## src/rtl/shift_rows_pipe.sv

```systemverilog
// Registered Rijndael ShiftRows stage for Nb = 4/6/8 with per-beat forward/inverse
// selection and a STAGES-deep elastic pipeline under valid/ready backpressure.
module shift_rows_pipe #(
    parameter int NB     = 4,
    parameter int STAGES = 1,
    parameter int OCC_W  = 3
) (
    input  logic                CLK,
    input  logic                RST_N,
    input  logic                CLR,
    input  logic                IN_VALID,
    output logic                IN_READY,
    input  logic                IN_INV,
    input  logic [32*NB-1:0]    IN,
    output logic                OUT_VALID,
    input  logic                OUT_READY,
    output logic [32*NB-1:0]    OUT,
    output logic [OCC_W-1:0]    OCCUPANCY
);

    localparam int BL = 32 * NB;

    // Rijndael row offsets: rows 2 and 3 skip one extra column for 256-bit blocks.
    function automatic int row_offset(input int r);
        int off;
        if ((NB == 32'sd8) && (r >= 32'sd2)) begin
            off = r + 32'sd1;
        end else begin
            off = r;
        end
        return off;
    endfunction

    // Column-major byte permutation; byte 0 is the most significant byte.
    function automatic logic [BL-1:0] shift_rows(input logic [BL-1:0] st, input logic inv);
        logic [BL-1:0] res;
        int            src;
        res = '0;
        for (int c = 32'sd0; c < NB; c++) begin
            for (int r = 32'sd0; r < 32'sd4; r++) begin
                if (inv) begin
                    src = (c - row_offset(r) + NB) % NB;
                end else begin
                    src = (c + row_offset(r)) % NB;
                end
                res[BL - 32'sd8 - 32'sd8 * (c * 32'sd4 + r) +: 8] =
                    st[BL - 32'sd8 - 32'sd8 * (src * 32'sd4 + r) +: 8];
            end
        end
        return res;
    endfunction

    logic [STAGES-1:0] valid_r;
    logic [BL-1:0]     data_r [STAGES];
    logic [OCC_W-1:0]  occ_r;
    logic [STAGES-1:0] load_s;
    logic [BL-1:0]     shifted_s;
    logic              accept_s;
    logic              drain_s;

    // Ready ripples back from the output: a stage loads if it is empty or its successor loads.
    always_comb begin
        logic chain_v;
        chain_v = OUT_READY;
        load_s  = '0;
        for (int k = STAGES - 1; k >= 32'sd0; k--) begin
            load_s[k] = !valid_r[k] || chain_v;
            chain_v   = load_s[k];
        end
    end

    // Transform ahead of stage 1 plus occupancy bookkeeping strobes.
    always_comb begin
        shifted_s = shift_rows(IN, IN_INV);
        accept_s  = IN_VALID && load_s[0];
        drain_s   = valid_r[STAGES-1] && OUT_READY;
    end

    // Pipeline registers; data only moves on load, CLR drops every valid bit.
    always_ff @(posedge CLK or negedge RST_N) begin
        if (!RST_N) begin
            valid_r <= '0;
            for (int k = 32'sd0; k < STAGES; k++) begin
                data_r[k] <= '0;
            end
        end else begin
            if (load_s[0]) begin
                data_r[0] <= shifted_s;
            end
            for (int k = 32'sd1; k < STAGES; k++) begin
                if (load_s[k]) begin
                    data_r[k] <= data_r[k-1];
                end
            end
            if (CLR) begin
                valid_r <= '0;
            end else begin
                if (load_s[0]) begin
                    valid_r[0] <= IN_VALID;
                end
                for (int k = 32'sd1; k < STAGES; k++) begin
                    if (load_s[k]) begin
                        valid_r[k] <= valid_r[k-1];
                    end
                end
            end
        end
    end

    // Occupancy tracks accepts minus drains, so interior bubble movement never changes it.
    always_ff @(posedge CLK or negedge RST_N) begin
        if (!RST_N) begin
            occ_r <= '0;
        end else if (CLR) begin
            occ_r <= '0;
        end else if (accept_s && !drain_s) begin
            occ_r <= occ_r + {{(OCC_W-1){1'b0}}, 1'b1};
        end else if (drain_s && !accept_s) begin
            occ_r <= occ_r - {{(OCC_W-1){1'b0}}, 1'b1};
        end else begin
            occ_r <= occ_r;
        end
    end

    assign IN_READY  = load_s[0];
    assign OUT_VALID = valid_r[STAGES-1];
    assign OUT       = data_r[STAGES-1];
    assign OCCUPANCY = occ_r;

endmodule

```

## config.mk

```make
export PLATFORM = sky130hd
export DESIGN_NAME = shift_rows_pipe
export DESIGN_NICKNAME = d
export VERILOG_FILES = /design/src/rtl/shift_rows_pipe.sv
export SDC_FILE = /design/constraint.sdc
export NUM_CORES = 1
export LEC_CHECK = 0
export CORE_MARGIN = 10
export CORE_UTILIZATION = 44
export CTS_CLUSTER_SIZE = 12
export DETAILED_ROUTE_END_ITERATION = 16
export PLACE_DENSITY = 0.94
export SYNTH_ARGS = -nofsm -noshare
export SYNTH_HDL_FRONTEND = slang
export SYNTH_SLANG_ARGS = --single-unit
```

## constraint.sdc

```tcl
create_clock -name CLK -period 5.5 [get_ports CLK]
set_clock_uncertainty 0.2 [all_clocks]
set_input_delay 0.825 -clock CLK [delete_from_list [all_inputs] [get_ports CLK]]
set_output_delay 0.825 -clock CLK [all_outputs]
set_load 0.1 [all_outputs]
```

==> Implementation_results.wiki <==
{| class="wikitable"
! Metric !! Value
|-
| Highest clock frequency the design can meet || 299.4 MHz
|-
| Post-route non-filler standard cell count || 1012
|-
| Detail-routed net length per standard cell || 18.32 um
|-
| Number of nets in the synthesized netlist || 709
|-
| Clock tree from TritonCTS || yes
|-
| Total wirelength of the detailed-routed design || 18.54 mm
|-
| Global placement routability congestion || 0.8197
|-
| Starting utilization of the core area || 44.65%
|-
| Final Max Tran Viols || 0
|-
| Cell count after synthesis || 574
|-
| Final-report setup violation count || 0
|-
| Total die area || 0.01767 mm^2
|-
| Drt first pass iters || 4
|-
| Number of top-level pins || 267
|-
| Setup CP Type || in -> reg
|-
| P_leak || 0.004028 uW
|-
| GRT overflow || 0
|-
| Number of buffers created by CTS || 17
|-
| Distinct cells, synth || 23
|-
| Mapped Avg Cell Area || 9.776 um^2
|-
| Global-route total usage across every layer || 21.17%
|-
| Dominant register cell in the synthesized netlist || sky130_fd_sc_hd__dfrtp_1
|-
| CTS Root Cell || sky130_fd_sc_hd__clkbuf_16
|-
| Number of buffers on the longest clock path || 2
|-
| Share of the core filled with cells || 70.87%
|-
| Total number of vias || 5008
|-
| CTS HTree Levels || 4
|-
| Detailed placer's ending HPWL || 13.56 mm
|-
| Mapped Area || 0.005612 mm^2
|-
| Final layout net count || 962
|-
| Number of synthesized register bits || 132
|-
| Total number of yosys warnings || 0
|-
| Hold buffer count at CTS || 0
|-
| Smallest setup slack after layout || 2.160 ns
|-
| Ordered cell list for the critical path || clkdlybuf4s50_1 -> and2b_4 -> buf_4 -> o21ai_0
|-
| Number of enable-type register cells in the synthesized netlist || 0
|-
| Die span in y || 132.9 um
|-
| Standard-cell row count || 41
|-
| Crit path buf inv count || 2
|-
| Share of synthesized area occupied by flip-flops and latches || 58.86%
|-
| Headroom to the max-slew limit || 19.79%
|-
| Endpoint arrival time on the critical path || 3.36 ns
|-
| Number of antenna violations at the first check in global routing || 0
|-
| Layout overhead on the synthesized area || 58.73%
|-
| Number of diodes added for antenna fixing || 0
|-
| Clock slew at reported path FFs || 0.06 ns
|-
| Setup repair after global routing missed its margin || false
|-
| Total instance count after detailed placement || 980
|-
| Worst min path class || reg -> reg
|-
| Post CTS Setup Buffer Count || 0
|-
| Startpoint types || input pin
|-
| Kind of cell adding the most delay to the critical path || buffers and inverters
|-
| DRT antenna net count || 0
|-
| Count of maximum capacitance violations || 0
|-
| Worst vdd rail ir drop || 0.2596 mV
|-
| Outcome || completed
|-
| Max Fanout on Critical Path || 139
|-
| Data required time at the worst endpoint || 5.52 ns
|-
| Sink Count || 132
|-
| Floorplan die width || 132.9 um
|-
| Vias per cell || 4.949
|-
| Buffers on Ports || 266
|-
| Final Hold Vio Count || 0
|-
| Delay of the slowest cell on the worst path || 0.97 ns
|-
| Total Neg Setup Slack || 0 ns
|-
| Clock period minus final worst setup slack || 3.340 ns
|-
| Setup slack after placement || 1.760 ns
|-
| Final clock period utilization by the worst path || 60.74%
|-
| Fraction of final layout cells sized beyond drive strength 1 || 5.119%
|-
| Clock latency of the later-clocked register in the worst-skew pair || 0.41 ns
|-
| CP Capture Type || flop
|-
| Wire length of the first global-routing pass || 29.56 mm
|-
| Number of global-route vias before repair || 5404
|-
| Power Density || 387.9 mW/mm^2
|-
| Worst hold margin || 0.2611 ns
|-
| Slowest CP cell || sky130_fd_sc_hd__buf_4
|-
| Starting DRC count in detailed routing || 318
|-
| Remaining design rule violation count || 0
|-
| Maximum number of pins on one net before global-route repair || 140
|-
| Measured slew at the worst slew-check pin || 1.203 ns
|-
| Quantity of gates resized following cts || 0
|-
| Async S/R FF share, synth || 100.0%
|-
| Floorplan Core Area || 0.01257 mm^2
|}
-- cell families (layout without fill, tap and decap cells) --
| logic type | Yosys count | after routing | share of synthesized area [%] |
|---|---|---|---|
| and+or+nand+nor | 269 | 269 | 18.48 |
| DFF | 132 | 132 | 58.86 |
| AOI/OAI and AO/OA | 68 | 68 | 6.109 |
| muxes | 66 | 66 | 11.82 |
| buffers and inverters | 38 | 304 | 4.370 |
| adders and majority gates | 1 | 1 | 0.3568 |
-- metrics by stage --
step,instance area (um^2),power [uW]
global placement,8275,2253
finish,8907,3455
CTS,8907,3484
detailed placement,8275,2274
global route,8907,3576
floorplan,5612,1915
-- where the power goes --
part	switching, uW	internal (uW)	leakage [uW]	total (uW)
combinational	855	289	0.00217	1140
clock	438	761	0.000292	1200
sequential	50.7	1060	0.00157	1110
total	1340	2110	0.00403	3460
-- registers in the layout, summed over array words and instances (netlist names) --
name	count
OUT_VALID	1
OUT	128
OCCUPANCY	3
-- worst reg2reg max path, cell delays in order, from the launching register on --
cell	delay [ns]
sky130_fd_sc_hd__dfrtp_1	0.46
sky130_fd_sc_hd__and2b_4	0.62
sky130_fd_sc_hd__buf_4	0.99
sky130_fd_sc_hd__o21ai_0	0.42
-- metal layers --
| metal | vias up | global-route usage, % | wire (um) |
|---|---|---|---|
| met2 | 234 | 34.39 | 9007 |
| met3 | 51 | 9.500 | 1785 |
| met4 | 0 | 10.51 | 648 |
| li1 | 2366 | - | - |
| met5 | - | 0 | 0 |
| met1 | 2357 | 22.99 | 7103 |
-- path summary, 6_finish.rpt --
path | start | endpoint | slack [ns] | cells past startpoint
max | OUT_READY | OUT[52]$_DFFE_PN0N_ | 2.16 | 4
min | OUT[47]$_DFFE_PN0N_ | OUT[47]$_DFFE_PN0N_ | 0.26 | 2
max reg2reg | OUT_VALID$_DFFE_PN0P_ | OUT[52]$_DFFE_PN0N_ | 2.62 | 3
min reg2reg | OUT[47]$_DFFE_PN0N_ | OUT[47]$_DFFE_PN0N_ | 0.26 | 2
max in group asynchronous | RST_N | OUT[31]$_DFFE_PN0N_ | 3.74 | 2
min in group asynchronous | RST_N | OUT[19]$_DFFE_PN0N_ | 0.29 | 1
-- synthesized netlist by cell type, types with 4 or more instances --
library cell	number	area share (%)
sky130_fd_sc_hd__dfrtp_1	132	59
sky130_fd_sc_hd__nor2_1	4	0.27
sky130_fd_sc_hd__clkbuf_1	4	0.27
sky130_fd_sc_hd__mux2i_1	64	11
sky130_fd_sc_hd__buf_2	14	1.2
sky130_fd_sc_hd__buf_6	7	1.4
sky130_fd_sc_hd__buf_4	8	1.1
sky130_fd_sc_hd__o21ai_1	10	0.89
sky130_fd_sc_hd__o21ai_0	55	4.9
sky130_fd_sc_hd__nand2_1	257	17
-- layout by cell type (no fill, tap or decap) --
master / synthesis / final
sky130_fd_sc_hd__clkinv_2: 0 / 1
sky130_fd_sc_hd__inv_2: 1 / 1
sky130_fd_sc_hd__nor2b_1: 2 / 2
sky130_fd_sc_hd__buf_6: 7 / 1
sky130_fd_sc_hd__inv_6: 0 / 2
sky130_fd_sc_hd__o21ai_0: 55 / 55
sky130_fd_sc_hd__and2b_4: 0 / 1
sky130_fd_sc_hd__mux2i_1: 64 / 64
sky130_fd_sc_hd__nor2_1: 4 / 4
sky130_fd_sc_hd__nor3b_1: 2 / 2
sky130_fd_sc_hd__nand2_1: 257 / 257
sky130_fd_sc_hd__clkdlybuf4s50_1: 0 / 263
sky130_fd_sc_hd__dfrtp_1: 132 / 132
sky130_fd_sc_hd__clkinv_4: 0 / 3
sky130_fd_sc_hd__or2_2: 1 / 1
sky130_fd_sc_hd__clkbuf_16: 0 / 17
sky130_fd_sc_hd__buf_4: 8 / 5
sky130_fd_sc_hd__o21ai_1: 10 / 10
sky130_fd_sc_hd__and4b_1: 1 / 1
sky130_fd_sc_hd__bufinv_16: 0 / 4
sky130_fd_sc_hd__fa_1: 1 / 1
sky130_fd_sc_hd__clkinvlp_4: 0 / 5
sky130_fd_sc_hd__mux2_2: 2 / 2
sky130_fd_sc_hd__inv_1: 2 / 2
sky130_fd_sc_hd__nor3_1: 1 / 1
sky130_fd_sc_hd__a21oi_1: 2 / 2
sky130_fd_sc_hd__a211oi_1: 1 / 1
-- final cells by class --
type / instances / area, um^2
clock inverters: 15 / 206.4
flip-flops and latches: 132 / 3303
well taps: 172 / 215.2
fillers: 861 / 3661
inverters: 3 / 11.26
multi-input cells: 404 / 2064
repair buffers: 269 / 2681
clock buffers: 17 / 425.4
Power figures use the tool's default switching activity.
